==> src/rtl/lc_ctrl_pkg.sv <==
// rtl/lc_ctrl_pkg.sv - shared life cycle word counts and programming FSM encoding
package lc_ctrl_pkg;

  localparam int NumLcCntWords   = 24;
  localparam int NumLcStateWords = 20;
  localparam int NumLcWords      = NumLcCntWords + NumLcStateWords;
  localparam int LcWordIdxWidth  = 6;
  localparam int LcAddrWidth     = 10;

  // Codes form a [6,3] linear code: every pair differs in at least 3 bits,
  // and the all-zero pattern (a stuck-low register) lands in the error state.
  typedef enum logic [5:0] {
    st_idle         = 6'b001011,
    st_check        = 6'b010101,
    st_scan         = 6'b011110,
    st_write        = 6'b100110,
    st_wait_done    = 6'b101101,
    st_ack          = 6'b110011,
    st_wait_req_low = 6'b111000,
    st_error        = 6'b000000
  } lc_otp_prog_fsm_e;

endpackage

==> src/rtl/lc_otp_word_sel.sv <==
// rtl/lc_otp_word_sel.sv - selects one 16-bit word of target/current and flags a difference
module lc_otp_word_sel
  import lc_ctrl_pkg::*;
#(
  parameter int WordWidth  = 16,
  parameter int TotalWidth = 704
) (
  input  logic [TotalWidth-1:0]     target,
  input  logic [TotalWidth-1:0]     current,
  input  logic [LcWordIdxWidth-1:0] idx,
  output logic [WordWidth-1:0]      tgt_word,
  output logic                      diff
);

  localparam int OffWidth = $clog2(TotalWidth);

  logic                in_range;
  logic [OffWidth-1:0] offset;
  logic [WordWidth-1:0] cur_word;

  // Out-of-range indices select word 0 and never report a difference.
  assign in_range = idx < LcWordIdxWidth'(NumLcWords);
  assign offset   = in_range ? OffWidth'(idx) * OffWidth'(WordWidth) : '0;
  assign tgt_word = target[offset +: WordWidth];
  assign cur_word = current[offset +: WordWidth];
  assign diff     = in_range && (tgt_word != cur_word);

endmodule

==> src/rtl/lc_otp_prog_responder.sv <==
// rtl/lc_otp_prog_responder.sv - OTP-side responder writing changed life cycle words to the macro
module lc_otp_prog_responder
  import lc_ctrl_pkg::*;
#(
  parameter int LcStateWidth = 320,
  parameter int LcCountWidth = 384,
  parameter int WordWidth    = 16,
  parameter int BaseAddr     = 0
) (
  input  logic                    clk_i,
  input  logic                    rst_i,
  input  logic                    prog_req_i,
  input  logic [LcStateWidth-1:0] prog_state_i,
  input  logic [LcCountWidth-1:0] prog_cnt_i,
  output logic                    prog_ack_o,
  output logic                    prog_err_o,
  input  logic [LcStateWidth-1:0] cur_state_i,
  input  logic [LcCountWidth-1:0] cur_cnt_i,
  output logic                    wr_req_o,
  output logic [LcAddrWidth-1:0]  wr_addr_o,
  output logic [WordWidth-1:0]    wr_data_o,
  input  logic                    wr_gnt_i,
  input  logic                    wr_done_i,
  input  logic                    wr_err_i,
  output logic                    busy_o
);

  localparam int TotalWidth = LcCountWidth + LcStateWidth;
  localparam logic [LcWordIdxWidth-1:0] LastIdx = LcWordIdxWidth'(NumLcWords - 1);
  localparam logic [LcWordIdxWidth-1:0] EndIdx  = LcWordIdxWidth'(NumLcWords);

  lc_otp_prog_fsm_e            state_q, state_d;
  logic [LcWordIdxWidth-1:0]   idx_q, idx_d;
  logic                        err_q, err_d;
  logic                        err_ack_q, err_ack_d;
  logic [TotalWidth-1:0]       target_q, current_q;
  logic                        capture;
  logic                        illegal;
  logic                        word_diff;
  logic [WordWidth-1:0]        word_data;

  lc_otp_word_sel #(
    .WordWidth  (WordWidth),
    .TotalWidth (TotalWidth)
  ) u_word_sel (
    .target   (target_q),
    .current  (current_q),
    .idx      (idx_q),
    .tgt_word (word_data),
    .diff     (word_diff)
  );

  // OTP bits can only be set; any bit stored as 1 but targeted as 0 is a clear attempt.
  assign illegal = |(current_q & ~target_q);

  always_ff @(posedge clk_i or posedge rst_i) begin
    if (rst_i) begin
      state_q   <= st_idle;
      idx_q     <= '0;
      err_q     <= 1'b0;
      err_ack_q <= 1'b0;
      target_q  <= '0;
      current_q <= '0;
    end else begin
      state_q   <= state_d;
      idx_q     <= idx_d;
      err_q     <= err_d;
      err_ack_q <= err_ack_d;
      if (capture) begin
        target_q  <= {prog_state_i, prog_cnt_i};
        current_q <= {cur_state_i, cur_cnt_i};
      end
    end
  end

  always_comb begin
    state_d    = state_q;
    idx_d      = idx_q;
    err_d      = err_q;
    err_ack_d  = err_ack_q;
    capture    = 1'b0;
    wr_req_o   = 1'b0;
    prog_ack_o = 1'b0;
    prog_err_o = 1'b0;
    busy_o     = 1'b1;
    case (state_q)
      st_idle: begin
        busy_o = 1'b0;
        if (prog_req_i) begin
          capture = 1'b1;
          err_d   = 1'b0;
          state_d = st_check;
        end
      end
      st_check: begin
        if (illegal) begin
          err_d   = 1'b1;
          state_d = st_ack;
        end else begin
          idx_d   = '0;
          state_d = st_scan;
        end
      end
      st_scan: begin
        if (idx_q >= EndIdx) begin
          state_d = st_ack;
        end else if (word_diff) begin
          state_d = st_write;
        end else if (idx_q == LastIdx) begin
          state_d = st_ack;
        end else begin
          idx_d = idx_q + 1'b1;
        end
      end
      st_write: begin
        wr_req_o = 1'b1;
        if (wr_gnt_i) begin
          state_d = st_wait_done;
        end
      end
      st_wait_done: begin
        if (wr_done_i) begin
          if (wr_err_i) begin
            err_d   = 1'b1;
            state_d = st_ack;
          end else begin
            idx_d   = idx_q + 1'b1;
            state_d = st_scan;
          end
        end
      end
      st_ack: begin
        prog_ack_o = 1'b1;
        prog_err_o = err_q;
        state_d    = st_wait_req_low;
      end
      st_wait_req_low: begin
        if (!prog_req_i) begin
          state_d = st_idle;
        end
      end
      st_error: begin
        // Terminal: answer each request once with an error, re-arm when it drops.
        if (prog_req_i && !err_ack_q) begin
          prog_ack_o = 1'b1;
          prog_err_o = 1'b1;
          err_ack_d  = 1'b1;
        end else if (!prog_req_i) begin
          err_ack_d = 1'b0;
        end
      end
      default: begin
        state_d = st_error;
      end
    endcase
  end

  assign wr_addr_o = wr_req_o ? LcAddrWidth'(BaseAddr) + LcAddrWidth'(idx_q) : '0;
  assign wr_data_o = wr_req_o ? word_data : '0;

endmodule

==> config.mk <==
export PLATFORM = sky130hd
export DESIGN_NAME = lc_otp_prog_responder
export DESIGN_NICKNAME = d
export VERILOG_FILES = /design/src/rtl/lc_ctrl_pkg.sv /design/src/rtl/lc_otp_word_sel.sv /design/src/rtl/lc_otp_prog_responder.sv
export SDC_FILE = /design/constraint.sdc
export NUM_CORES = 2
export LEC_CHECK = 0
export ABC_AREA = 1
export BUFFER_PORTS_ARGS = -buffer_cell sky130_fd_sc_hd__buf_2
export CORE_AREA = 2 2 556 558
export CTS_CLUSTER_DIAMETER = 80
export CTS_CLUSTER_SIZE = 10
export DETAILED_ROUTE_END_ITERATION = 6
export DIE_AREA = 0 0 558 560
export SLEW_MARGIN = 20
export SYNTH_ARGS = -nofsm -noshare
export SYNTH_HDL_FRONTEND = slang
export SYNTH_SLANG_ARGS = --single-unit
==> constraint.sdc <==
create_clock -name clk_i -period 53.2 [get_ports clk_i]
set_input_delay 7.98 -clock clk_i [delete_from_list [all_inputs] [get_ports clk_i]]
set_output_delay 7.98 -clock clk_i [all_outputs]
set_load 0.005 [all_outputs]
* Word level (Yosys, flattened, before mapping)
Cells that the tools add are included.
Storage, ports and cells: bits in registers 1422, bits of input ports 1414, output and inout port bits 30
Operators by class: add/subtract/negate cells 1, magnitude comparators 2, equality and inequality tests 22, shift-type cells 2, muxes and demuxes 34, bitwise operators 3, reduce and logical (&&, ||, !) cells 11
Operators by type and width (count):
- $shiftx 704x11->16 | 2
- $and 704x704->704 | 1
- $not 704->704 | 1
- $reduce_or 704->1 | 1
- $mux 6 | 16
- $pmux 6 s8 | 1
- $eq 6x6->1 const B | 5
- $ne 2x2->1 const B | 11
- $pmux 6 s3 | 1
- $mux 16 | 1
- $ne 16x16->1 | 1
- $eq 6x5->1 const B | 2
- $mux 1 | 11
- $mux 10 | 1
- $reduce_and 7->1 | 1
- $add 6x1->6 const B | 1
- $eq 6x4->1 const B | 1
- $ge 6x6->1 const B | 1
- $logic_not 6->1 | 1
- $lt 6x6->1 const B | 1
- $reduce_and 6->1 | 1
- $reduce_bool 3->1 | 2
- $reduce_and 5->1 | 1
- $ne 4x3->1 const B | 1
- other kinds (7) | 9

* Logic depth before layout (Yosys ltp)
word-level depth 8, gate-level depth with buffers 27

* Hierarchy
From an unflattened synthesis, not the netlist that was laid out.
Unflattened totals: cells, all modules 9061, area total of the unflattened synthesis 74002.2 um^2
By module, submodules not included:
- lc_otp_prog_responder | times used 1, cells each 5801, area an instance 59440.8 um^2, seq. area each 35587.9 um^2
- lc_otp_word_sel | times used 1, cells each 3260, area an instance 14561.5 um^2, seq. area each 0.0 um^2

* Worst setup path after synthesis
No wires, ideal clock.
kind in2out, from input prog_req_i, to output prog_err_o, arrival 8.169 ns, required time 45.220 ns, path slack 37.051 ns, cell stages on the path 2, buffers on the path 0, cell sequence nand3_1 > o21ai_0
Between the ends: cells in the longest elaborated chain, start to end 3
Ends and longest elaborated chain:
- from (decl) | line lc_otp_prog_responder.sv:12 | input logic prog_req_i,
- $logic_and 1x1->1 | line lc_otp_prog_responder.sv:144 | if (prog_req_i && !err_ack_q) begin
- $mux 1 | line lc_otp_prog_responder.sv:144
- $pmux 1 s2 | line lc_otp_prog_responder.sv:86 | case (state_q)
- to (decl) | line lc_otp_prog_responder.sv:16 | output logic prog_err_o,
Every way passes these cells.

* Worst setup path in the final report
Ends and elaborated chain as after synthesis.

==> metrics.csv <==
stage,metric,value,unit
clock_tree,H-tree levels,4,
layout,layout cells sized above 1,24.3,%
detailed_routing,DR vias,69811,
detailed_routing,Via density,5.03,
layout,Post-Layout Inst Area,87500,um^2
detailed_routing,WL per Instance,29.1,um
detailed_routing,Pre-Repair DR Iteration Count,6,
power_and_ir_drop,Pint,1.86,mW
timing,setup violators final,0,
timing,"Min Clock Period, post-route",16.38,ns
power_and_ir_drop,Switching Share,27.3,%
floorplanning,die width,558,um
worst_setup_path,most frequent CP cell,buf_2,
placed_design,Port Buf Inserts,1439,
hold_path,hold endpoint,idx_q[4],
logic_synthesis,Synth area leader,dfrtp_1,
logic_synthesis,Yosys reg bits,1422,
layout,"commonest non-fill, non-tap cells in the layout","1962 x nand2_1, 1439 x buf_2, 1417 x dfrtp_1",
worst_setup_path,"delay-heaviest family, CP",buffers and inverters,
power_and_ir_drop,sequential power share,46.7,%
hold_path,worst min path class,register to register,
logic_synthesis,largest family of logic cells by synthesized area,simple AND/OR/NAND/NOR gates,
worst_setup_path,Worst Reg2Reg Path Length in Cells,14,
timing,Slew Limit Fails,0,
logic_synthesis,synthesized area,71600,um^2
timing,maximum operating frequency,61.1,MHz
power_and_ir_drop,leakage power,41.2,nW
layout,Nets,11072,
floorplanning,I/O pin total,1444,
floorplanning,Initial Util,23.3,%
floorplanning,overall die height,560,um
placed_design,Final GP Congestion,0.970,
outcome,status,completed,
clock_tree,hold buffer count at cts,0,
worst_setup_path,Worst Path Arrival,8.40,ns
grt,total track usage,24.9,%
clock_tree,clk sinks,1422,
detailed_routing,Residual DRC,0,
placed_design,DP Area,82400,um^2
logic_synthesis,Syn Area/Cell,8.42,um^2
worst_setup_path,crit-path max FO,3,
logic_synthesis,Yosys cell types,42,
worst_setup_path,worst path bufs/invs,2,
clock_tree,Post-CTS Setup Repair Bufs,0,
hold_path,hold_sp,idx_q[4],
detailed_routing,Routed WL,403000,um
worst_setup_path,Worst Setup End Kind,output pin,
logic_synthesis,post-synthesis xor/xnor area fraction,0.0856,%
timing,setup TNS,0,ns
clock_tree,worst skew pair latency,0.84,ns
detailed_routing,Antenna Nets Post-Route,0,
timing,Hold Fails Final Rpt,0,
clock_tree,clock buffer depth,4,
timing,crit share post-route,30.8,%
grt,initial antenna violation count,119,
logic_synthesis,Synth area leaders,"dfrtp_1 50%, nand2_1 10%, mux2_2 8.8%, nand3_1 8.5%, o21ai_0 6.6%",
layout,"leading cell type in the layout, fill and taps excluded",nand2_1,
worst_setup_path,Crit Path Class,input port to output pin,
logic_synthesis,Synth Area in Simple Gates,20.3,%
hold_path,hold depth,2,
timing,RSZ-0062 raised after global routing,false,
timing,Max-slew headroom,25.6,%
power_and_ir_drop,share of total power in the clock network,43.3,%
floorplanning,Die ar.,312000,um^2
clock_tree,TritonCTS clock tree,built,
timing,final clock skew,0.0503,ns
clock_tree,Num CTS Buffers,172,
logic_synthesis,Mapped Cells,8510,
grt,largest net degree at the start of global routing,223,
power_and_ir_drop,Net Sw Power,0.698,mW
floorplanning,Core Region,307000,um^2
placed_design,dpl hpwl,322000,um
logic_synthesis,sequential element share of the synthesized area,49.7,%
grt,first-pass GRT wire length,541000,um
logic_synthesis,area share of fa/ha/maj cells after synthesis,0.0349,%
worst_setup_path,"slowest stage delay, CP",0.13,ns
flow_run,Maximum Capacitance Violations,0,
logic_synthesis,complex-gate fraction of the synthesized area,12.6,%
power_and_ir_drop,peak supply drop,0.0288,mV
clock_tree,post-CTS resize count,0,
worst_setup_path,Worst EP required,45.22,ns
logic_synthesis,post-synthesis mux area share,8.81,%
clock_tree,clk root buf,clkbuf_16,
worst_setup_path,Critical R2R Launch,state_q[3],
clock_tree,Clock transition at path regs,0.06,ns
worst_setup_path,Worst R2R Setup Slack,46.06,ns
power_and_ir_drop,Pwr Density,29.3,nW/um^2
worst_setup_path,CP startpoint kind,input port,
logic_synthesis,synth warn,0,
layout,Layout area overhead,22.2,%
power_and_ir_drop,Gate power share,10.0,%
timing,worst slew pin tran,1.12,ns
worst_setup_path,reg-to-reg critical path endpoint,target_q[166],
grt,grt ovf,0,
worst_setup_path,"slowest stage cell, crit path",buf_2,
detailed_routing,initial drt markers,8105,
logic_synthesis,Synth top area share,49.6,%
worst_setup_path,CP Cell Sequence,"buf_2, nand3_1, o21ai_0, buf_2",
floorplanning,num rows,204,
grt,vias in the first global route,66708,
-- logic make-up after synthesis --
| family | after synthesis |
|---|---|
| muxes | 560 |
| other | 1 |
| DFF | 1422 |
| adders and majority gates | 2 |
| and+or+nand+nor | 3415 |
| buffers and inverters | 1497 |
| xor gates and xnor gates | 7 |
| AOI/OAI and AO/OA | 1606 |
-- synthesized netlist by cell type --
cell,number
nand2_1,1962
dfrtp_1,1419
nand3_1,1221
o21ai_0,943
inv_1,901
mux2_2,560
clkbuf_1,329
o22ai_1,236
buf_2,190
nor2_1,155
a21oi_1,125
o211ai_1,108
o21ai_1,81
a221oi_1,61
buf_4,39
nor4_1,26
nand4_1,25
o2111ai_1,22
o221ai_1,16
buf_1,15
inv_2,14
nor3_1,12
a211oi_1,7
buf_6,4
nand2_2,4
xnor2_1,4
clkinv_1,3
dfstp_2,3
nand2_4,3
xor2_1,3
a2111oi_0,2
a21boi_0,2
a221o_1,2
ha_1,2
inv_4,2
nand2_8,2
or2_2,2
and3_1,1
conb_1,1
nand4_2,1
nor2_2,1
o211a_1,1
-- state kept, by name (all words and copies together) (netlist names) --
register   cells
current_q    704
target_q     704
idx_q          6
state_q        6
err_ack_q      1
err_q          1
-- stage by stage --
stage	setup WS [ns]	cells	total power, mW	hold WS, ns	util, %
3_3_place_gp	36.73	13601	1.46	0.486	26.8
5_1_grt	36.78	13831	2.64	0.521	28.5
4_1_cts	36.83	13810	2.57	0.498	28.4
3_5_place_dp	36.83	13601	1.47	0.486	26.8
2_1_floorplan	5.12	8513	1.31	0.462	-
6_report	36.82	13873	2.56	0.494	28.5
-- per-layer routing --
layer	global-route usage (%)	part of all wire, %	up-vias
met5	0	0.11	-
met4	16.3	7.4	72
met3	5.45	9.0	900
met2	38.1	44	4082
met1	31.5	39	33978
li1	-	-	30779
-- worst max-delay path by stage --
stage	end	from	cells past startpoint	slack (ns)
after floorplan	current_q[0]	rst_i	1	5.12
after global placement	prog_err_o	prog_req_i	4	36.73
after detailed placement	prog_ack_o	prog_req_i	4	36.83
after CTS	prog_ack_o	prog_req_i	4	36.83
after global routing	prog_err_o	prog_req_i	4	36.78
final	prog_err_o	prog_req_i	4	36.82
-- worst register-to-register path, cell delays in order, from the launching register on --
cell     delay (ns)
dfstp_2        0.56
inv_1          0.04
nor2_1         0.08
inv_1          0.06
nor2_1         0.08
nand2_1        0.19
nor2_4         0.16
buf_12         0.68
buf_12         0.73
buf_4          0.99
buf_4          0.65
buf_4          0.76
buf_4          0.87
buf_4          0.75
mux2_2         0.42
-- power groups by stage --
stage / clock [mW] / combinational, mW / sequential, mW
finish: 1.11 / 0.255 / 1.20
global route: 1.16 / 0.276 / 1.20
CTS: 1.12 / 0.255 / 1.19
detailed placement: 0 / 0.253 / 1.21
global placement: 0 / 0.252 / 1.21
floorplan: 0 / 0.117 / 1.20
-- layout make-up --
cell class | count | area (um^2)
Clock buffer | 185 | 4440
Inverter | 920 | 3490
Antenna cell | 62 | 155
Timing Repair Buffer | 1546 | 8150
Fill cell | 33175 | 220000
Clock inverter | 24 | 448
Tap cell | 4120 | 5150
Sequential cell | 1422 | 35600
Multi-Input combinational cell | 5594 | 30100
Note: power is estimated with default switching activity, not from simulation.
